### config.mk
export PLATFORM = sky130hd
export DESIGN_NAME = button_debouncer
export DESIGN_NICKNAME = d
export VERILOG_FILES = /design/src/rtl/button_debouncer.sv
export SDC_FILE = /design/constraint.sdc
export NUM_CORES = 1
export LEC_CHECK = 0
export ABC_AREA = 1
export CAP_MARGIN = 20
export CELL_PAD_IN_SITES_DETAIL_PLACEMENT = 1
export CELL_PAD_IN_SITES_GLOBAL_PLACEMENT = 2
export CORE_UTILIZATION = 32
export CTS_BUF_LIST = sky130_fd_sc_hd__clkbuf_4
export DETAILED_ROUTE_END_ITERATION = 12
export GPL_TIMING_DRIVEN = 0
export PLACE_DENSITY_LB_ADDON = 0.25
export SLEW_MARGIN = 20
export SYNTH_ARGS = -nofsm -noshare
export SYNTH_HDL_FRONTEND = slang
export SYNTH_SLANG_ARGS = --single-unit
### constraint.sdc
create_clock -name clk -period 1.48 [get_ports clk]
set_input_delay 0.444 -clock clk [delete_from_list [all_inputs] [get_ports clk]]
set_output_delay 0.444 -clock clk [all_outputs]
set_load 0.01 [all_outputs]
### src/rtl/button_debouncer.sv
// Push-button conditioner: synchronizer, debounce FSM, and registered
// level / press / release / hold outputs for one physical button.
module button_debouncer #(
    parameter int SYNC_STAGES     = 2,
    parameter int DEBOUNCE_CYCLES = 1000000,
    parameter int HOLD_CYCLES     = 0,
    parameter int CNT_WIDTH       = 27,
    parameter bit ACTIVE_LOW      = 1'b0
) (
    input  logic clk,
    input  logic rst,
    input  logic btn_in,
    output logic btn_level,
    output logic btn_rise,
    output logic btn_fall,
    output logic btn_hold
);

    localparam logic                 SYNC_IDLE = ACTIVE_LOW;
    localparam logic [CNT_WIDTH-1:0] DB_LAST   = CNT_WIDTH'(DEBOUNCE_CYCLES - 1);
    localparam logic [CNT_WIDTH-1:0] HOLD_LIM  = CNT_WIDTH'(HOLD_CYCLES);
    localparam bit                   HOLD_EN   = (HOLD_CYCLES != 0);

    typedef enum logic [1:0] {
        IDLE,
        WAIT_PRESS,
        PRESSED,
        WAIT_RELEASE
    } state_t;

    state_t                 state;
    logic [SYNC_STAGES-1:0] sync_q;
    logic [CNT_WIDTH-1:0]   dcnt;
    logic [CNT_WIDTH-1:0]   hcnt;
    logic                   s;

    // Raw pin goes straight into flop 0; polarity is fixed up after the chain.
    always_ff @(posedge clk) begin
        if (rst)
            sync_q <= {SYNC_STAGES{SYNC_IDLE}};
        else
            sync_q <= {sync_q[SYNC_STAGES-2:0], btn_in};
    end

    assign s = sync_q[SYNC_STAGES-1] ^ ACTIVE_LOW;

    always_ff @(posedge clk) begin
        if (rst) begin
            state     <= IDLE;
            dcnt      <= '0;
            hcnt      <= '0;
            btn_level <= 1'b0;
            btn_rise  <= 1'b0;
            btn_fall  <= 1'b0;
            btn_hold  <= 1'b0;
        end else begin
            btn_rise <= 1'b0;
            btn_fall <= 1'b0;
            btn_hold <= 1'b0;

            // Hold timer runs while the committed level is high, release
            // bounce included; it saturates so the pulse fires once per press.
            if (HOLD_EN && btn_level && hcnt != HOLD_LIM) begin
                hcnt <= hcnt + 1'b1;
                if (hcnt == HOLD_LIM - 1'b1)
                    btn_hold <= 1'b1;
            end

            case (state)
                IDLE: begin
                    if (s) begin
                        state <= WAIT_PRESS;
                        dcnt  <= CNT_WIDTH'(1);
                    end
                end
                WAIT_PRESS: begin
                    if (!s) begin
                        state <= IDLE;
                        dcnt  <= '0;
                    end else if (dcnt == DB_LAST) begin
                        state     <= PRESSED;
                        btn_level <= 1'b1;
                        btn_rise  <= 1'b1;
                        dcnt      <= '0;
                        hcnt      <= '0;
                    end else begin
                        dcnt <= dcnt + 1'b1;
                    end
                end
                PRESSED: begin
                    if (!s) begin
                        state <= WAIT_RELEASE;
                        dcnt  <= CNT_WIDTH'(1);
                    end
                end
                WAIT_RELEASE: begin
                    if (s) begin
                        state <= PRESSED;
                        dcnt  <= '0;
                    end else if (dcnt == DB_LAST) begin
                        state     <= IDLE;
                        btn_level <= 1'b0;
                        btn_fall  <= 1'b1;
                        dcnt      <= '0;
                    end else begin
                        dcnt <= dcnt + 1'b1;
                    end
                end
                default: begin
                    state <= IDLE;
                    dcnt  <= '0;
                end
            endcase
        end
    end

endmodule
## After elaboration in Yosys (flattened, before gate mapping)

Cells that the tools add are included.

| word-level totals | value |
|---|---|
| flip-flop bits (word level) | 34 |
| bits in latches | 0 |
| memory bits (writable) | 0 |
| bits in read-only memories | 0 |
| output and inout port bits | 4 |
| memories kept | 0 |

| operators by class | value |
|---|---|
| add/subtract/negate cells | 1 |
| multipliers | 0 |
| div/mod/pow operators | 0 |
| order comparisons | 0 |
| equal/unequal tests | 12 |
| shift-type cells | 0 |
| mux-type cells | 19 |
| bitwise logic cells | 3 |
| reduce and logical (&&, ||, !) cells | 7 |

Operators with widths:

| kind | count |
|---|---|
| 27-bit 2-to-1 mux | 5 |
| 27-bit one-hot mux with 4 select lines | 1 |
| 27-bit by 1-bit adder with 27-bit output, second input constant | 1 |
| 27-bit by 20-bit == test with 1-bit output, second input constant | 1 |
| 2-bit 2-to-1 mux | 6 |
| 2-bit != test, second input constant | 6 |
| 2-bit one-hot mux with 4 select lines | 1 |
| 3-bit != test, second input constant | 2 |
| 3-bit OR reduction | 2 |
| 1-bit 2-to-1 mux | 5 |
| 5-bit AND reduction | 1 |
| 2-bit == test, second input constant | 2 |
| 4-bit AND reduction | 1 |
| 1-bit inverter | 3 |
| 2-bit by 1-bit == test with 1-bit output, second input constant | 1 |
| 2-bit zero test | 1 |
| 1-bit one-hot mux with 2 select lines | 1 |
| 2-bit AND reduction | 1 |
| 2-bit nonzero test | 1 |

## Logic depth before layout (Yosys ltp)

| depth | value |
|---|---|
| depth after elaboration | 4 |
| depth in mapped cells | 11 |
| gate-level depth less buffers | 11 |

## Least setup slack after synthesis

No wires, ideal clock.

| timing | value |
|---|---|
| path type | flip-flop to flip-flop |
| start | reg dcnt[0] |
| end | reg dcnt[16] |
| arrival | 1.345 ns |
| data required time | 1.340 ns |
| setup slack | -0.006 ns |
| stages on the path, launching flop included | 10 |
| buffers on the path | 1 |
| cells stage by stage | dfxtp_1 -> ha_1 -> nand3_1 -> nor2_2 -> nand3_1 -> nor2_2 -> nor2_4 -> buf_6 -> nand2_2 -> a21oi_2 |

| on the way | value |
|---|---|
| word-level cells in the longest chain between the ends | 4 |
| elaborated cells on any way between the ends | 6 |

RTL lines:

| what | RTL line | RTL |
|---|---|---|
| from (decl) | 33 | `logic [CNT_WIDTH-1:0] dcnt;` |
| from (signal assigned) | 87 | `dcnt <= dcnt + 1'b1;` |
| from (signal assigned) | 106 | `dcnt <= dcnt + 1'b1;` |
| 27-bit by 1-bit adder with 27-bit output or 27-bit by 20-bit == test with 1-bit output (tied branches) | n/a |  |
| 27-bit 2-to-1 mux (*) | 80, 100 |  |
| 27-bit 2-to-1 mux (on tied branches) | 97, 77 |  |
| 27-bit one-hot mux with 4 select lines (*) | 69 | `case (state)` |

Every way passes the cells marked *; elsewhere a longest branch is shown, timed or not.
A chain may end at the register's enable or synchronous reset.

## Worst setup path in the final report

| timing | value |
|---|---|
| start | reg dcnt[0] |
| end | reg dcnt[26] |

Same word-level chain as after synthesis.

==> run metrics <==
Cell Pwr Density=586 nW/um^2; H-tree depth=2; Initial Utilization=33.1%; synthesized area per cell=6.47 sq um; area of the mapped netlist=2240 sq um; max-slew violations=0; peak supply drop=0.222 mV; hold_buf cts=0; pre-CTS WS=-0.568 ns; via count=2308; Int Pwr=1.22 mW; Die Wd=85.6 um; Switching Share=31.9%; Worst Skew=0.0217 ns; # rows=30; most frequent cell after synthesis=nand2_1; DRC=0; EDFF count, synth=0; top cell type's share of synthesized area=30.4%; Nets=391; DIE AREA=7330 sq um; critical path peak fanout=5; Syn Inst Count=346; antenna cells=0; Post-DP HPWL=5000 um; final-report hold violation count=0; Leakage=1.25 nW; antenna violations before repair=0; router iterations before antenna repair=4; flip-flop and latch area=748 sq um; combinational share of power=18.2%; die height=85.6 um; CTS tree=done; final critical-path share of the clock period=105%; CP required=1.75 ns; number of port buffers=5; area of the multi-input gates=1610 sq um; placer congestion estimate=0.851; CTS buffer count=5; crit path DAT=1.82 ns; global-route wire length before repair=12200 um; fin util=45.0%; CP cell instances=ha_4, nand3_4, nor2_4, nand3_2, nor2_4, nor2_4, buf_12, buf_12, nand3_2, a21oi_2; placed inst area=2390 sq um; Net Count, Synth=350; register bit total from synthesis=34; via count of the first global-routing pass=2420; Root Driver=clkbuf_4; Crit. End Element=register; vias per std cell=4.94; Design Area, Final=3040 sq um; sequential share of power=52.6%; fill count=860; cell mode on critical path=nor2_4; drt wl/cell=16.2 um; GRT overflow=0; pin count of the biggest net entering global routing=11; ys flop type=dfxtp_1; slowest stage cell, crit path=dfxtp_4; Max Cap Viol=0; failing checks=negative setup slack; share of cells above drive strength 1=46.0%; Crit Path Category=reg2reg; Psw=568 uW; clock power share=29.1%; initial DRC count=61; fin crit period=1.55 ns; detailed-route wire length=7560 um; clk_lat worst skew=0.36 ns; Yosys warnings=0; worst reg2reg setup slack=-0.07 ns; Routed Antenna Nets=0; synth unique cells=31; status=finished with violations; Yosys top cell by area=dfxtp_1; clock buffer depth=2; Area Growth Syn to Fin=35.9%; fmax=646 MHz; min-delay worst type=reg2reg; Setup crit start kind=register; Core Area=6760 sq um; Setup Viol. Count Final=15; RSZ-0062 raised after global routing=true; Commonest cells post-synth=108 x nand2_1, 40 x inv_1, 38 x nor2_1; worst setup margin=-0.0680 ns; Async S/R FF share, synth=0%; GRT Total Usage=21.8%; CTS sink count=34; IO Pins=7; critical path's largest stage delay=0.38 ns; Reg clk slew, reported paths=0.13 ns; register area share after synthesis=30.4%; synth top area cells=dfxtp_1 30%, nand2_1 18%, a21oi_2 7.8%, inv_1 6.7%, nor2_1 6.4%
[worst paths after layout]
check | depth (start not counted) | from | to
max | 10 | dcnt[0]$_SDFFE_PP0P_ | dcnt[26]$_SDFFE_PP0P_
min | 2 | sync_q[0]$_SDFF_PP0_ | sync_q[1]$_SDFF_PP0_
max reg2reg | 10 | dcnt[0]$_SDFFE_PP0P_ | dcnt[26]$_SDFFE_PP0P_
min reg2reg | 2 | sync_q[0]$_SDFF_PP0_ | sync_q[1]$_SDFF_PP0_
[flip-flops by register name (all words and copies together), names as in the netlist, named ones only]
name	flops
dcnt	27
sync_q	2
btn_fall	1
btn_level	1
btn_rise	1
state	1
[layout make-up]
cell class                 count  area share (%)
buffer                         8            2.55
clock buffer                   5            1.23
clock inverter                 2           0.329
inverter                      44            5.51
multi-input combinational    260            52.8
sequential                    34            24.6
tap                           80            3.29
timing repair buffer          34            9.75
[cells by family (layout without fill, tap and decap cells)]
family | count (synthesis) | count (layout) | share of synthesized area (%)
buffers and inverters | 52 | 93 | 9.73
XOR/XNOR | 3 | 3 | 1.17
AO/OA/AOI/OAI | 39 | 39 | 12.6
adder cells (fa/ha/maj) | 1 | 1 | 0.559
other | 1 | 1 | 0.168
AND/OR/NAND/NOR | 216 | 216 | 45.3
flip-flops | 34 | 34 | 30.4
[power by group through the flow]
stage	sequential (mW)	clock, mW	combinational [mW]
after floorplan	0.968	0	0.155
after global placement	0.976	0	0.236
after detailed placement	0.975	0	0.235
after CTS	0.955	0.545	0.324
after global routing	0.941	0.584	0.355
final	0.938	0.519	0.325
[timing repair]
item / CTS / global route
cloned: 2 / 0
gates resized for setup: 68 / 59
pin swaps: 11 / 23
endpoints found under the setup margin: 33 / 33
buffers inserted: 15 / 15
endpoints found under the hold margin: 0 / 0
[metrics by stage]
| step | hold slack [ns] | TNS, ns | instances | total power, mW |
|---|---|---|---|---|
| 2_1_floorplan | 0.388 | 0 | 346 | 1.12 |
| 3_3_place_gp | 0.391 | -9.99 | 431 | 1.21 |
| 3_5_place_dp | 0.398 | -10.24 | 431 | 1.21 |
| 4_1_cts | 0.408 | -0.898 | 455 | 1.82 |
| 5_1_grt | 0.438 | -2.14 | 467 | 1.88 |
| 6_report | 0.404 | -0.601 | 467 | 1.78 |
[critical path, delay by kind of cell, from the launching register on]
family | cells | cell delay, ns
AO/OA/AOI/OAI | 1 | 0.13
flip-flops | 1 | 0.38
AND/OR/NAND/NOR | 6 | 0.50
buffers and inverters | 2 | 0.26
adder cells (fa/ha/maj) | 1 | 0.17
[cell usage in the layout (no fill, tap or decap), types with 2 or more instances in the layout]
cell type,netlist,final
nand3b_1,2,2
o21ai_1,1,2
clkinv_2,0,2
nor3_1,4,2
clkbuf_4,0,6
a21oi_2,20,20
nor2_2,6,11
dfxtp_2,0,18
dfxtp_4,0,12
nor2_4,4,14
dlygate4sd2_1,0,3
o21ai_2,0,2
nand3_1,21,16
dfxtp_1,34,4
nand3_4,0,4
buf_12,0,4
o21bai_1,3,3
buf_4,1,27
xor2_1,2,2
nand3_2,10,11
nor2_1,38,23
clkdlybuf4s50_1,0,2
nand2_2,16,21
nand4_1,3,3
nand2_4,0,9
a21oi_1,3,3
nand2_1,108,94
inv_1,40,38
or2_2,2,2
inv_2,4,5
buf_6,2,2
o21ai_0,10,7
clkbuf_2,0,2
[routing by layer]
layer | vias to the layer above | GRT usage (%) | part of all wire (%)
met5 | - | 0 | 0
met4 | 0 | 7.73 | 2.7
met3 | 15 | 2.89 | 2.2
met2 | 24 | 39.6 | 51
met1 | 1104 | 26.1 | 44
li1 | 1165 | - | -
Note: power is estimated with default switching activity, not from simulation.
==> RTL edit: new RTL, same settings <==
Re-encode `state_t` (4 states) as one-hot, 4 bits wide.
--- a/src/rtl/button_debouncer.sv
+++ b/src/rtl/button_debouncer.sv
@@ -21,11 +21,11 @@
     localparam logic [CNT_WIDTH-1:0] HOLD_LIM  = CNT_WIDTH'(HOLD_CYCLES);
     localparam bit                   HOLD_EN   = (HOLD_CYCLES != 0);
 
-    typedef enum logic [1:0] {
-        IDLE,
-        WAIT_PRESS,
-        PRESSED,
-        WAIT_RELEASE
+    typedef enum logic [3:0] {
+        IDLE         = 4'b0001,
+        WAIT_PRESS   = 4'b0010,
+        PRESSED      = 4'b0100,
+        WAIT_RELEASE = 4'b1000
     } state_t;
 
     state_t                 state;
Behaviour: no difference found for any inputs over 10 cycles, from zero or initial values and one cycle with rst high; not proved beyond that.
==> RTL edit against the original RTL <==
Wire length shrank 10%; highest routed layer unchanged; final area shrank 6.7%; worst setup slack lost 0.057 ns; the run still ends with setup timing left; first-iteration DRC count grew 21%; synthesized area shrank 6.8%; sequential cell count grew 2; non-clock buffer count shrank 9.
Power is not compared: it rests on default switching activity, and its combinational part moved more than twofold at a synthesized area within 25%.
==> RTL edit: results (changes against the original RTL) <==
{| class="wikitable"
! Metric !! Value
|-
| Run status || finished, violations left
|-
| Violated checks || setup timing
|-
| Pre-CTS setup slack || -0.415 ns (+0.153 ns)
|-
| Drt via density || 4.97 (+0.52%)
|-
| Largest cells by area after synthesis || sky130_fd_sc_hd__dfxtp_1, sky130_fd_sc_hd__nand2_1, sky130_fd_sc_hd__nor2_1
|-
| Share of cells above drive strength 1 || 0.333 (-0.127)
|-
| Largest net degree at the start of global routing || 13 (+2)
|-
| Arrival time reported for the critical path endpoint || 1.86 ns (+0.04 ns)
|-
| Global-route wire length before repair || 10500 microns (-14%)
|-
| Post-placement cell count || 407 (-5.6%)
|-
| Max Freq || 623 MHz (-3.6%)
|-
| Final total negative setup slack || -2.60 ns (-2.00 ns)
|-
| Tot GR Track Use || 0.209 (-0.00891)
|-
| Final setup violation count || 32 (+17)
|-
| Mapped Cells || 326 (-5.8%)
|-
| Area share of fa/ha/maj cells after synthesis || 0.00600 (+0.000409)
|-
| Worst hold margin || 0.395 ns (-0.00953 ns)
|-
| Slack of the critical path || -0.125 ns (-0.0571 ns)
|-
| Final Non-Filler Cells || 437 (-6.4%)
|-
| Number of global-route vias before repair || 2172 (-10%)
|-
| Number of filler cells placed in the layout || 805 (-6.4%)
|-
| Timing endpoint of the critical path || dcnt[16]
|-
| Number of violations reported at the end of detailed-routing iteration 0 || 74 (+21%)
|-
| Count of buffers from port buffering || 4 (-1)
|-
| Share of the synthesized area in compound gates (AO/OA/AOI/OAI) || 0.0450 (-0.0813)
|-
| Routed length per instance || 15.5 microns (-4.3%)
|-
| XOR/XNOR Fraction of Synth Area || 0.0462 (+0.0345)
|-
| Number of buffers inserted to repair setup after CTS || 14 (-1)
|-
| Unique cell type count in the Yosys netlist || 27 (-13%)
|-
| Post-synthesis sequential area ratio || 0.346 (+0.0415)
|-
| Post-layout nets || 363 (-7.2%)
|-
| Total nets after synthesis || 330 (-5.7%)
|-
| Largest registers in the final layout || dcnt: 27 flops, state: 4 flops, sync_q: 2 flops
|}
RTL edit: cell types whose count changed after synthesis, moves of 9 or more:
cell | unedited run | this run
sky130_fd_sc_hd__nand3_1 | 21 | 32
sky130_fd_sc_hd__a21oi_2 | 20 | 0
sky130_fd_sc_hd__xor2_1 | 2 | 11
sky130_fd_sc_hd__nand2_1 | 108 | 80
sky130_fd_sc_hd__nand4_1 | 3 | 14
sky130_fd_sc_hd__nor2_1 | 38 | 58
sky130_fd_sc_hd__nand2_2 | 16 | 3
sky130_fd_sc_hd__nand3_2 | 10 | 0
RTL edit: worst max-delay path, cell delays in order, from the launching register on:
cell	delay [ns]
sky130_fd_sc_hd__dfxtp_4	0.39
sky130_fd_sc_hd__ha_4	0.16
sky130_fd_sc_hd__nand2_2	0.08
sky130_fd_sc_hd__nor2_4	0.16
sky130_fd_sc_hd__nand2_2	0.10
sky130_fd_sc_hd__nor2_4	0.20
sky130_fd_sc_hd__buf_4	0.15
sky130_fd_sc_hd__nand2_1	0.06
sky130_fd_sc_hd__xor2_1	0.16
sky130_fd_sc_hd__nor2_2	0.06
RTL edit: layer usage:
metal | vias up | GRT usage | routed length (microns)
met4 | 0 | 0.0603 | 85
met1 | 1047 | 0.268 | 3260
met5 | - | 0 | 0
li1 | 1094 | - | -
met3 | 7 | 0.0297 | 102
met2 | 23 | 0.360 | 3320
RTL edit: final cells by class:
class / count / area (sq um) / area share
clock buffer: 5 / 37.5 / 0.0132
buffer: 5 / 37.5 / 0.0132
tap: 77 / 96.3 / 0.0340
multi-input combinational: 239 / 1430 / 0.503
inverter: 44 / 176 / 0.0622
timing repair buffer: 28 / 263 / 0.0926
clock inverter: 3 / 42.5 / 0.0150
sequential: 36 / 757 / 0.267
